==> config.mk <==
export PLATFORM = sky130hd
export DESIGN_NAME = muldiv_unit_flat
export DESIGN_NICKNAME = d
export VERILOG_FILES = /design/src/rtl/muldiv_unit_if.sv /design/src/rtl/muldiv_unit.sv /design/src/flat_wrapper.sv
export SDC_FILE = /design/constraint.sdc
export NUM_CORES = 1
export LEC_CHECK = 0
export BUFFER_PORTS_ARGS = -buffer_cell sky130_fd_sc_hd__buf_2
export CORE_MARGIN = 2
export CORE_UTILIZATION = 40
export DETAILED_ROUTE_END_ITERATION = 8
export PLACE_DENSITY = 0.7
export SLEW_MARGIN = 10
export SYNTH_ARGS = -nofsm -noshare
export SYNTH_HDL_FRONTEND = slang
export SYNTH_SLANG_ARGS = --single-unit
export TNS_END_PERCENT = 50
==> constraint.sdc <==
create_clock -name clk -period 3.55 [get_ports clk]
set_input_delay 0.355 -clock clk [delete_from_list [all_inputs] [get_ports clk]]
set_output_delay 0.355 -clock clk [all_outputs]
set_load 0.03 [all_outputs]
==> src/rtl/muldiv_unit_if.sv <==
// ============================================================================
// muldiv_unit_if : request/result bundle for the iterative multiply/divide unit
// Revision 1.0
// ============================================================================
`default_nettype none

interface muldiv_unit_if #(
  parameter int WIDTH = 32
);
  logic             start;
  logic [1:0]       op;
  logic [WIDTH-1:0] a;
  logic [WIDTH-1:0] b;
  logic             hi_we;
  logic             lo_we;
  logic [WIDTH-1:0] wdata;
  logic             busy;
  logic             done;
  logic             div_by_zero;
  logic [WIDTH-1:0] hi;
  logic [WIDTH-1:0] lo;

  modport master (
    output start, op, a, b, hi_we, lo_we, wdata,
    input  busy, done, div_by_zero, hi, lo
  );

  modport slave (
    input  start, op, a, b, hi_we, lo_we, wdata,
    output busy, done, div_by_zero, hi, lo
  );
endinterface

`default_nettype wire

==> src/rtl/muldiv_unit.sv <==
// ============================================================================
// muldiv_unit : radix-2 iterative MULT/MULTU/DIV/DIVU with HI/LO registers
// Revision 1.0
// ============================================================================
`default_nettype none

module muldiv_unit #(
  parameter  int WIDTH = 32,
  localparam int CNT_W = $clog2(WIDTH) + 1
) (
  input  wire logic     clk,
  input  wire logic     reset,
  muldiv_unit_if.slave  bus
);

  typedef enum logic [1:0] {
    S_IDLE = 2'd0,
    S_CALC = 2'd1,
    S_FIX  = 2'd2
  } state_t;

  localparam logic [CNT_W-1:0] c_last = CNT_W'(WIDTH - 1);

  state_t             r_state;
  state_t             w_next;
  logic [1:0]         r_op;
  logic               r_sa;
  logic               r_sb;
  logic [WIDTH-1:0]   r_opnd;
  logic [WIDTH-1:0]   r_araw;
  logic [2*WIDTH-1:0] r_acc;
  logic [CNT_W-1:0]   r_cnt;
  logic [WIDTH-1:0]   r_hi;
  logic [WIDTH-1:0]   r_lo;
  logic               r_done;
  logic               r_dbz;

  // Operand capture: magnitudes for signed ops, raw values for unsigned ops
  logic             w_signed;
  logic             w_sa;
  logic             w_sb;
  logic [WIDTH-1:0] w_ma;
  logic [WIDTH-1:0] w_mb;

  assign w_signed = ~bus.op[0];
  assign w_sa     = w_signed & bus.a[WIDTH-1];
  assign w_sb     = w_signed & bus.b[WIDTH-1];
  assign w_ma     = w_sa ? (~bus.a + 1'b1) : bus.a;
  assign w_mb     = w_sb ? (~bus.b + 1'b1) : bus.b;

  // One shift-add multiply step
  logic [WIDTH:0]     w_madd;
  logic [2*WIDTH-1:0] w_mul_next;

  assign w_madd     = {1'b0, r_acc[2*WIDTH-1:WIDTH]} + {1'b0, (r_acc[0] ? r_opnd : '0)};
  assign w_mul_next = {w_madd, r_acc[WIDTH-1:1]};

  // One restoring divide step; the shifted partial remainder needs WIDTH+1 bits
  logic [WIDTH:0]     w_rem;
  logic               w_ge;
  logic [WIDTH-1:0]   w_sub;
  logic [2*WIDTH-1:0] w_div_next;

  assign w_rem      = r_acc[2*WIDTH-1:WIDTH-1];
  assign w_ge       = (w_rem >= {1'b0, r_opnd});
  assign w_sub      = w_rem[WIDTH-1:0] - r_opnd;
  assign w_div_next = w_ge ? {w_sub, r_acc[WIDTH-2:0], 1'b1}
                           : {w_rem[WIDTH-1:0], r_acc[WIDTH-2:0], 1'b0};

  // Sign correction applied in FIX
  logic [2*WIDTH-1:0] w_prod;
  logic [WIDTH-1:0]   w_quo;
  logic [WIDTH-1:0]   w_rmd;
  logic               w_dbz;

  assign w_prod = (r_sa ^ r_sb) ? (~r_acc + 1'b1) : r_acc;
  assign w_quo  = (r_sa ^ r_sb) ? (~r_acc[WIDTH-1:0] + 1'b1) : r_acc[WIDTH-1:0];
  assign w_rmd  = r_sa ? (~r_acc[2*WIDTH-1:WIDTH] + 1'b1) : r_acc[2*WIDTH-1:WIDTH];
  assign w_dbz  = r_op[1] && (r_opnd == '0);

  always_ff @(posedge clk) begin
    if (reset) r_state <= S_IDLE;
    else       r_state <= w_next;
  end

  always_comb begin
    w_next = r_state;
    case (r_state)
      S_IDLE:  if (bus.start) w_next = S_CALC;
      S_CALC:  if (r_cnt == c_last) w_next = S_FIX;
      S_FIX:   w_next = S_IDLE;
      default: w_next = S_IDLE;
    endcase
  end

  always_ff @(posedge clk) begin
    if (reset) begin
      r_op   <= '0;
      r_sa   <= 1'b0;
      r_sb   <= 1'b0;
      r_opnd <= '0;
      r_araw <= '0;
      r_acc  <= '0;
      r_cnt  <= '0;
      r_hi   <= '0;
      r_lo   <= '0;
      r_done <= 1'b0;
      r_dbz  <= 1'b0;
    end else begin
      r_done <= 1'b0;
      r_dbz  <= 1'b0;
      case (r_state)
        S_IDLE: begin
          if (bus.start) begin
            r_op   <= bus.op;
            r_sa   <= w_sa;
            r_sb   <= w_sb;
            r_araw <= bus.a;
            r_cnt  <= '0;
            r_opnd <= bus.op[1] ? w_mb : w_ma;
            r_acc  <= bus.op[1] ? {{WIDTH{1'b0}}, w_ma} : {{WIDTH{1'b0}}, w_mb};
          end else begin
            if (bus.hi_we) r_hi <= bus.wdata;
            if (bus.lo_we) r_lo <= bus.wdata;
          end
        end
        S_CALC: begin
          r_acc <= r_op[1] ? w_div_next : w_mul_next;
          r_cnt <= r_cnt + 1'b1;
        end
        S_FIX: begin
          r_done <= 1'b1;
          if (!r_op[1]) begin
            r_hi <= w_prod[2*WIDTH-1:WIDTH];
            r_lo <= w_prod[WIDTH-1:0];
          end else if (w_dbz) begin
            r_hi  <= r_araw;
            r_lo  <= '1;
            r_dbz <= 1'b1;
          end else begin
            r_hi <= w_rmd;
            r_lo <= w_quo;
          end
        end
        default: ;
      endcase
    end
  end

  assign bus.busy        = (r_state != S_IDLE);
  assign bus.done        = r_done;
  assign bus.div_by_zero = r_dbz;
  assign bus.hi          = r_hi;
  assign bus.lo          = r_lo;

endmodule

`default_nettype wire

==> src/flat_wrapper.sv <==
// flat-port wrapper written by rule: the top's interface ports become plain ports
module muldiv_unit_flat 
#(
  parameter  int WIDTH = 32,
  localparam int CNT_W = $clog2(WIDTH) + 1
)
  (clk, reset, bus_start, bus_op, bus_a, bus_b, bus_hi_we, bus_lo_we, bus_wdata, bus_busy, bus_done, bus_div_by_zero, bus_hi, bus_lo);
  muldiv_unit_if #(.WIDTH(WIDTH)) bus_i ();
  input  wire logic clk;
  input  wire logic reset;
  input wire logic [$bits(bus_i.start)-1:0] bus_start;
  input wire logic [$bits(bus_i.op)-1:0] bus_op;
  input wire logic [$bits(bus_i.a)-1:0] bus_a;
  input wire logic [$bits(bus_i.b)-1:0] bus_b;
  input wire logic [$bits(bus_i.hi_we)-1:0] bus_hi_we;
  input wire logic [$bits(bus_i.lo_we)-1:0] bus_lo_we;
  input wire logic [$bits(bus_i.wdata)-1:0] bus_wdata;
  output wire logic [$bits(bus_i.busy)-1:0] bus_busy;
  output wire logic [$bits(bus_i.done)-1:0] bus_done;
  output wire logic [$bits(bus_i.div_by_zero)-1:0] bus_div_by_zero;
  output wire logic [$bits(bus_i.hi)-1:0] bus_hi;
  output wire logic [$bits(bus_i.lo)-1:0] bus_lo;
  assign bus_i.start = bus_start;
  assign bus_i.op = bus_op;
  assign bus_i.a = bus_a;
  assign bus_i.b = bus_b;
  assign bus_i.hi_we = bus_hi_we;
  assign bus_i.lo_we = bus_lo_we;
  assign bus_i.wdata = bus_wdata;
  assign bus_busy = bus_i.busy;
  assign bus_done = bus_i.done;
  assign bus_div_by_zero = bus_i.div_by_zero;
  assign bus_hi = bus_i.hi;
  assign bus_lo = bus_i.lo;
  muldiv_unit #(.WIDTH(WIDTH)) u_core (.clk(clk), .reset(reset), .bus(bus_i));
endmodule
Yosys cells after proc, flatten, opt, wreduce, memory -nomap -nowiden
Index checks and enable logic that the tools add are counted.
- bits in latches: 0
- memories: 0
- bits in writable memories: 0
- output and inout port bits: 67
- register bits after elaboration: 206
- bits in read-only memories: 0
- shifts and indexed selects: 0
- reductions and logical operators: 12
- add/sub/neg operators: 8
- multiply operators: 0
- bitwise operators: 11
- muxes and demuxes: 29
- order comparisons: 1
- equality and inequality tests: 8
- divide/modulo/power cells: 0
- operators by type and width (operator ; count):
    2-to-1 mux 32 bit ; 15
    2-to-1 mux 64 bit ; 4
    adder 32 x 1 -> 32 bit, second input constant ; 4
    inverter 32 bit ; 4
    case mux 32 bit (2 select lines) ; 2
    case mux 64 bit (2 select lines) ; 1
    adder 64 x 1 -> 64 bit, second input constant ; 1
    inverter 64 bit ; 1
    adder 32 x 32 -> 33 bit ; 1
    >= comparator 33 x 32 -> 1 bit ; 1
    zero test 32 bit ; 1
    subtractor 32 bit ; 1
    case mux 6 bit (2 select lines) ; 1
    inequality test 2 bit, second input constant ; 4
    adder 6 x 1 -> 6 bit, second input constant ; 1
    equality test 6 x 5 -> 1 bit, second input constant ; 1
    2-to-1 mux 6 bit ; 1
    AND reduction 2 bit ; 3
    AND reduction 3 bit ; 2
    nonzero test 2 bit ; 3
    2-to-1 mux 2 bit ; 2
    case mux 2 bit (2 select lines) ; 1
    inverter 1 bit ; 3
    OR reduction 3 bit ; 1
    8 further kinds ; 10

Logic depth before layout (Yosys ltp)
- word-level depth: 6
- mapped depth: 14
- gate-level depth less buffers: 14

Worst setup path before layout
Ideal clock, no wire load.
- kind: register to register
- start point: register u_core.r_acc[0]
- end point: register u_core.r_acc[61]
- library setup time: 122 ps
- setup slack: 135 ps
- required time: 3428 ps
- stages on the path, launching flop included: 14
- period minus slack after synthesis: 3415 ps
- arrival: 3293 ps
- buffers on the path: 1
- cells stage by stage: dfxtp_1 -> inv_1 -> clkbuf_1 -> nor2_1 -> ha_1 -> a21o_1 -> a221oi_1 -> a21bo_2 -> a211oi_1 -> nor4_1 -> nor3_1 -> o21ai_0 -> xnor2_1 -> a221o_1
- cells in the longest elaborated chain, start to end: 4
- RTL lines (what ; RTL line ; source):
    start, declared ; muldiv_unit.sv:31 ; logic [2*WIDTH-1:0] r_acc;
    start signal, assigned ; muldiv_unit.sv:121 ; r_acc <= bus.op[1] ? {{WIDTH{1'b0}}, w_ma} : {{WIDTH{1'b0}}, w_mb};
    start signal, assigned ; muldiv_unit.sv:128 ; r_acc <= r_op[1] ? w_div_next : w_mul_next;
    2-to-1 mux 32 bit ; muldiv_unit.sv:55 ; assign w_madd = {1'b0, r_acc[2*WIDTH-1:WIDTH]} + {1'b0, (r_acc[0] ? r_opnd : '0)};
    adder 32 x 32 -> 33 bit ; muldiv_unit.sv:55 ;
    2-to-1 mux 64 bit ; muldiv_unit.sv:128 ;
    case mux 64 bit (2 select lines) ; muldiv_unit.sv:112 ; case (r_state)
No other way between the ends.
A chain may end at the register's enable or synchronous reset.

Final worst setup path
- start point: register u_core.r_acc[3]
- end point: register u_core.r_hi[19], in the netlist u_core.bus.hi[19]
- cells in the longest elaborated chain, start to end: 5
- RTL lines (what ; RTL line ; source):
    inverter 64 bit ; muldiv_unit.sv:76 ; assign w_prod = (r_sa ^ r_sb) ? (~r_acc + 1'b1) : r_acc;
    adder 64 x 1 -> 64 bit ; muldiv_unit.sv:76 ;
    2-to-1 mux 64 bit ; muldiv_unit.sv:76 ;
    2-to-1 mux 32 bit ; muldiv_unit.sv:133 ; if (!r_op[1]) begin
    case mux 32 bit (2 select lines) ; muldiv_unit.sv:112 ;
    end signal, assigned ; muldiv_unit.sv:134 ; r_hi <= w_prod[2*WIDTH-1:WIDTH];
    end signal, assigned ; muldiv_unit.sv:137 ; r_hi <= r_araw;
    end signal, assigned ; muldiv_unit.sv:141 ; r_hi <= w_rmd;
    end, declared ; muldiv_unit.sv:33 ; logic [WIDTH-1:0] r_hi;
No other way between the ends.

==> results by group <==
Outcome
  – Status: completed

Synth
  – Synth Area in XOR/XNOR: 10.8%
  – Ys Warns: 0
  – Post-synthesis instance total: ~2.3k
  – Async set or reset register ratio after synthesis: 0%
  – Seq cells post-synth: between 200 and 250
  – Top-area cell type share of the netlist area: roughly 25%
  – Mapped Area: between 0.015 and 0.02 mm²
  – Main combinational cell family by area after synthesis: compound AO/OA/AOI/OAI gates
  – Syn_nets: 2479
  – Synth area leader: dfxtp_1
  – Top FF cell, synth: dfxtp_1
  – Simple-gate share of the synthesized area: 21.4%
  – Synth Area in Compound Gates: 26.9%
  – Register area share after synthesis: approximately 25%
  – Adder-cell share of the synthesized area: under 10%
  – Cell variety after synth: 71
  – Post-synth EDFFs: 0
  – Synth area leaders: dfxtp_1 25%, nand2_1 6.8%, a21oi_1 6.5%, xnor2_1 6.1%, nor2_1 5.4%
  – Synthesized area per cell: slightly above 7 µm²
  – Multiplexer share of the synthesized area: under 10%

CTS
  – Clock Latency Late Sink: between 500 and 600 ps
  – Post-CTS Setup Bufs: 0
  – CTS Sinks: 205
  – CTS tree: built
  – Clock Tree Root: clkbuf_16
  – CTS buffer count: 25
  – CTS H-tree depth: 1
  – Clock Pin Slew Worst Setup and Hold Paths: about 70 ps
  – Clock tree buffer depth: 3

STA
  – Slew margin rel.: a little over two fifths
  – Peak Freq: about 280 MHz
  – Ratio of final minimum period to clock period: between 90 and 100%
  – Final Hold Fails: 0
  – Worst hold margin: ~98 ps
  – Clk_skew: between 15 and 20 ps
  – Worst-margin pin slew: 867 ps
  – RSZ-0062 raised after global routing: yes
  – Final setup vio count: 0
  – Min Clock Period, post-route: roughly 3500 ps
  – Fin worst setup slack: 30.1 ps
  – Slew Viols, Final: 0

Die
  – Die Footprint: around 0.043 mm²
  – IO Count: 170
  – Die width: between 200 and 250 µm
  – Rows: 74
  – Initial Util: 40.6%
  – Core area: 0.0408 mm²
  – Chip height: 208 µm

Setup path
  – Startpoint types: flip-flop
  – Crit Path Category: flip-flop to flip-flop
  – CP arrival: 3980 ps
  – CP required: ~4000 ps
  – Critical Path Sink Type: flip-flop
  – Crit-path max FO: 8

Run
  – Max Cap Viol: 0

GRT
  – Vias in the first global route: 17.4k
  – Global Route Usage Sum: 30.3%
  – GR Overflow Total: 0
  – First-pass GRT wire length: between 100000 and 150000 µm
  – Initial antenna violation count: 2
  – Largest net degree at the start of global routing: roughly 110

Finish
  – Nets: 2634
  – Fin util: 47.8%
  – Layout cell share with drive strength beyond 1: about 16%
  – Layout fillers: 4083
  – Layout area overhead: 17.8%

Power and ir drop
  – Design Power: 8.01 mW
  – Max VDD drop: roughly 0.33 mV
  – Combinational share of power: around 30%
  – Internal: between 5 and 6 mW
  – Pwr Density: about 410 mW/mm²
  – Leak pwr: 8.16 nW
  – Psw: ~2.8 mW
  – Clock power frac: 37.6%
  – Switching share of power: about 36%
  – Sequential share of power: around 33%

Route
  – Initial DRT Pass Iterations: 6
  – WL final: 68600 µm
  – Via density: 6.15
  – Avg WL per Cell: approximately 23 µm
  – Vias after detailed routing: between 15k and 20k
  – DR DRC count: 0
  – Iteration-0 DRC Markers: 1951
  – Post-route ant nets: 0

Min path
  – Hold WC Path Type: input pin to flip-flop

Placement
  – RePlAce Congestion: about 1
  – Post-detailed-placement half-perimeter wirelength: ~53000 µm
  – Post-place setup slack: -66.6 ps
  – Port bufs: roughly 170
## state kept, by name, summed over array words and instances, names as in the netlist, 2 cells and up
signal	cells
u_core.r_araw	32
u_core.r_acc	64
u_core.r_state	2
u_core.r_opnd	32
u_core.bus.lo	32
u_core.r_cnt	6
u_core.bus.hi	32
## per-layer routing
metal / track usage, % / part of all wire (%)
met1: 40.7 / 41
met2: 47.1 / 43
met3: 6.20 / 10
met4: 13.0 / 4.9
met5: 0 / 0.035
## worst max-delay path, stage by stage (launching register included)
cell and delay [ps]:
dfxtp_1 320, or4_4 530, or4_4 470, or4b_4 630
nor2_1 220, nand2_2 210, o21ai_0 260, xor2_1 100
mux2i_1 340, nand2_1 110, a311oi_1 250
## layout by cell type, fill, tap and decap left out, drive strengths merged, types with 41 or more instances in the layout
cell type and count:
nor3 55, nor2 237, mux2i 81, xnor2 116
dfxtp 205, nand2 302, inv 83, o211ai 41
o21ai 180, a21oi 216, buf 300, ha 69
xor2 88
## path summary, 6_finish.rpt
kind / startpoint / to / slack (ps) / cells past startpoint
max reg2reg: u_core.r_acc[3] / u_core.bus.hi[19] / 30 / 10
max: u_core.r_acc[3] / u_core.bus.hi[19] / 30 / 10
min reg2reg: u_core.bus.hi[22] / u_core.bus.hi[22] / 450 / 2
min: bus_a[4] / u_core.r_araw[4] / 100 / 3
## final cells by class
class	instances	area [µm²]	area share [%]
diodes	1	2.50	0.0128
multi-input cells	1851	11600	59.6
well taps	532	666	3.41
clock buffers	27	653	3.35
flip-flops and latches	205	4110	21.1
clock inverters	19	305	1.56
inverters	77	289	1.48
repair buffers	300	1870	9.58
## through the flow
| step | std cells | TNS (ps) | area (µm²) |
|---|---|---|---|
| floorplan | 2305 | 0 | 16600 |
| global placement | 2965 | -61.8 | 18500 |
| detailed placement | 2965 | -116 | 18500 |
| CTS | 3011 | 0 | 19400 |
| global route | 3011 | -34.0 | 19500 |
| finish | 3012 | 0 | 19500 |
## kinds of logic (layout without fill, tap and decap cells)
| family | Yosys count | after routing |
|---|---|---|
| compound gates | 709 | 709 |
| mux | 82 | 82 |
| fa+ha+maj | 71 | 71 |
| buf+inv | 249 | 423 |
| other cells | 0 | 1 |
| simple gates | 785 | 785 |
| xor+xnor | 204 | 204 |
| flops | 205 | 205 |
## synth_stat cells, drive strengths merged, types with 5 or more instances
master	n
or4	15
nor3	55
ha	69
a211oi	38
or3	12
a221oi	13
o22ai	14
o21bai	9
o21a	9
o221ai	32
a21o	28
a211o	5
nand2	302
nand4	17
inv	77
a21oi	216
nor2	237
and3	12
o41ai	13
mux2i	81
and4	6
nor3b	5
a22o	10
o31ai	17
a31oi	24
dfxtp	205
buf	13
xnor2	116
nor4	26
o21ai	180
or2	13
nand2b	16
xor2	88
clkbuf	159
nor2b	13
and2	14
a311oi	16
nand3	28
o211ai	41
a22oi	19
## power groups by stage
stage	combinational, mW	clock [mW]	sequential (mW)
after floorplan	1.44	0	2.65
after global placement	2.29	0	2.64
after detailed placement	2.31	0	2.65
after CTS	2.33	3.02	2.60
after global routing	2.58	3.10	2.62
final	2.40	3.01	2.61
## repair_timing
| action | CTS | global route |
|---|---|---|
| endpoints found under the setup margin | 2 | 21 |
| endpoints found under the hold margin | 0 | 0 |
| resized for setup | 1 | 19 |
| pin swaps | 0 | 1 |
| hold buffers | 0 | 0 |
Power figures use the tool's default switching activity.
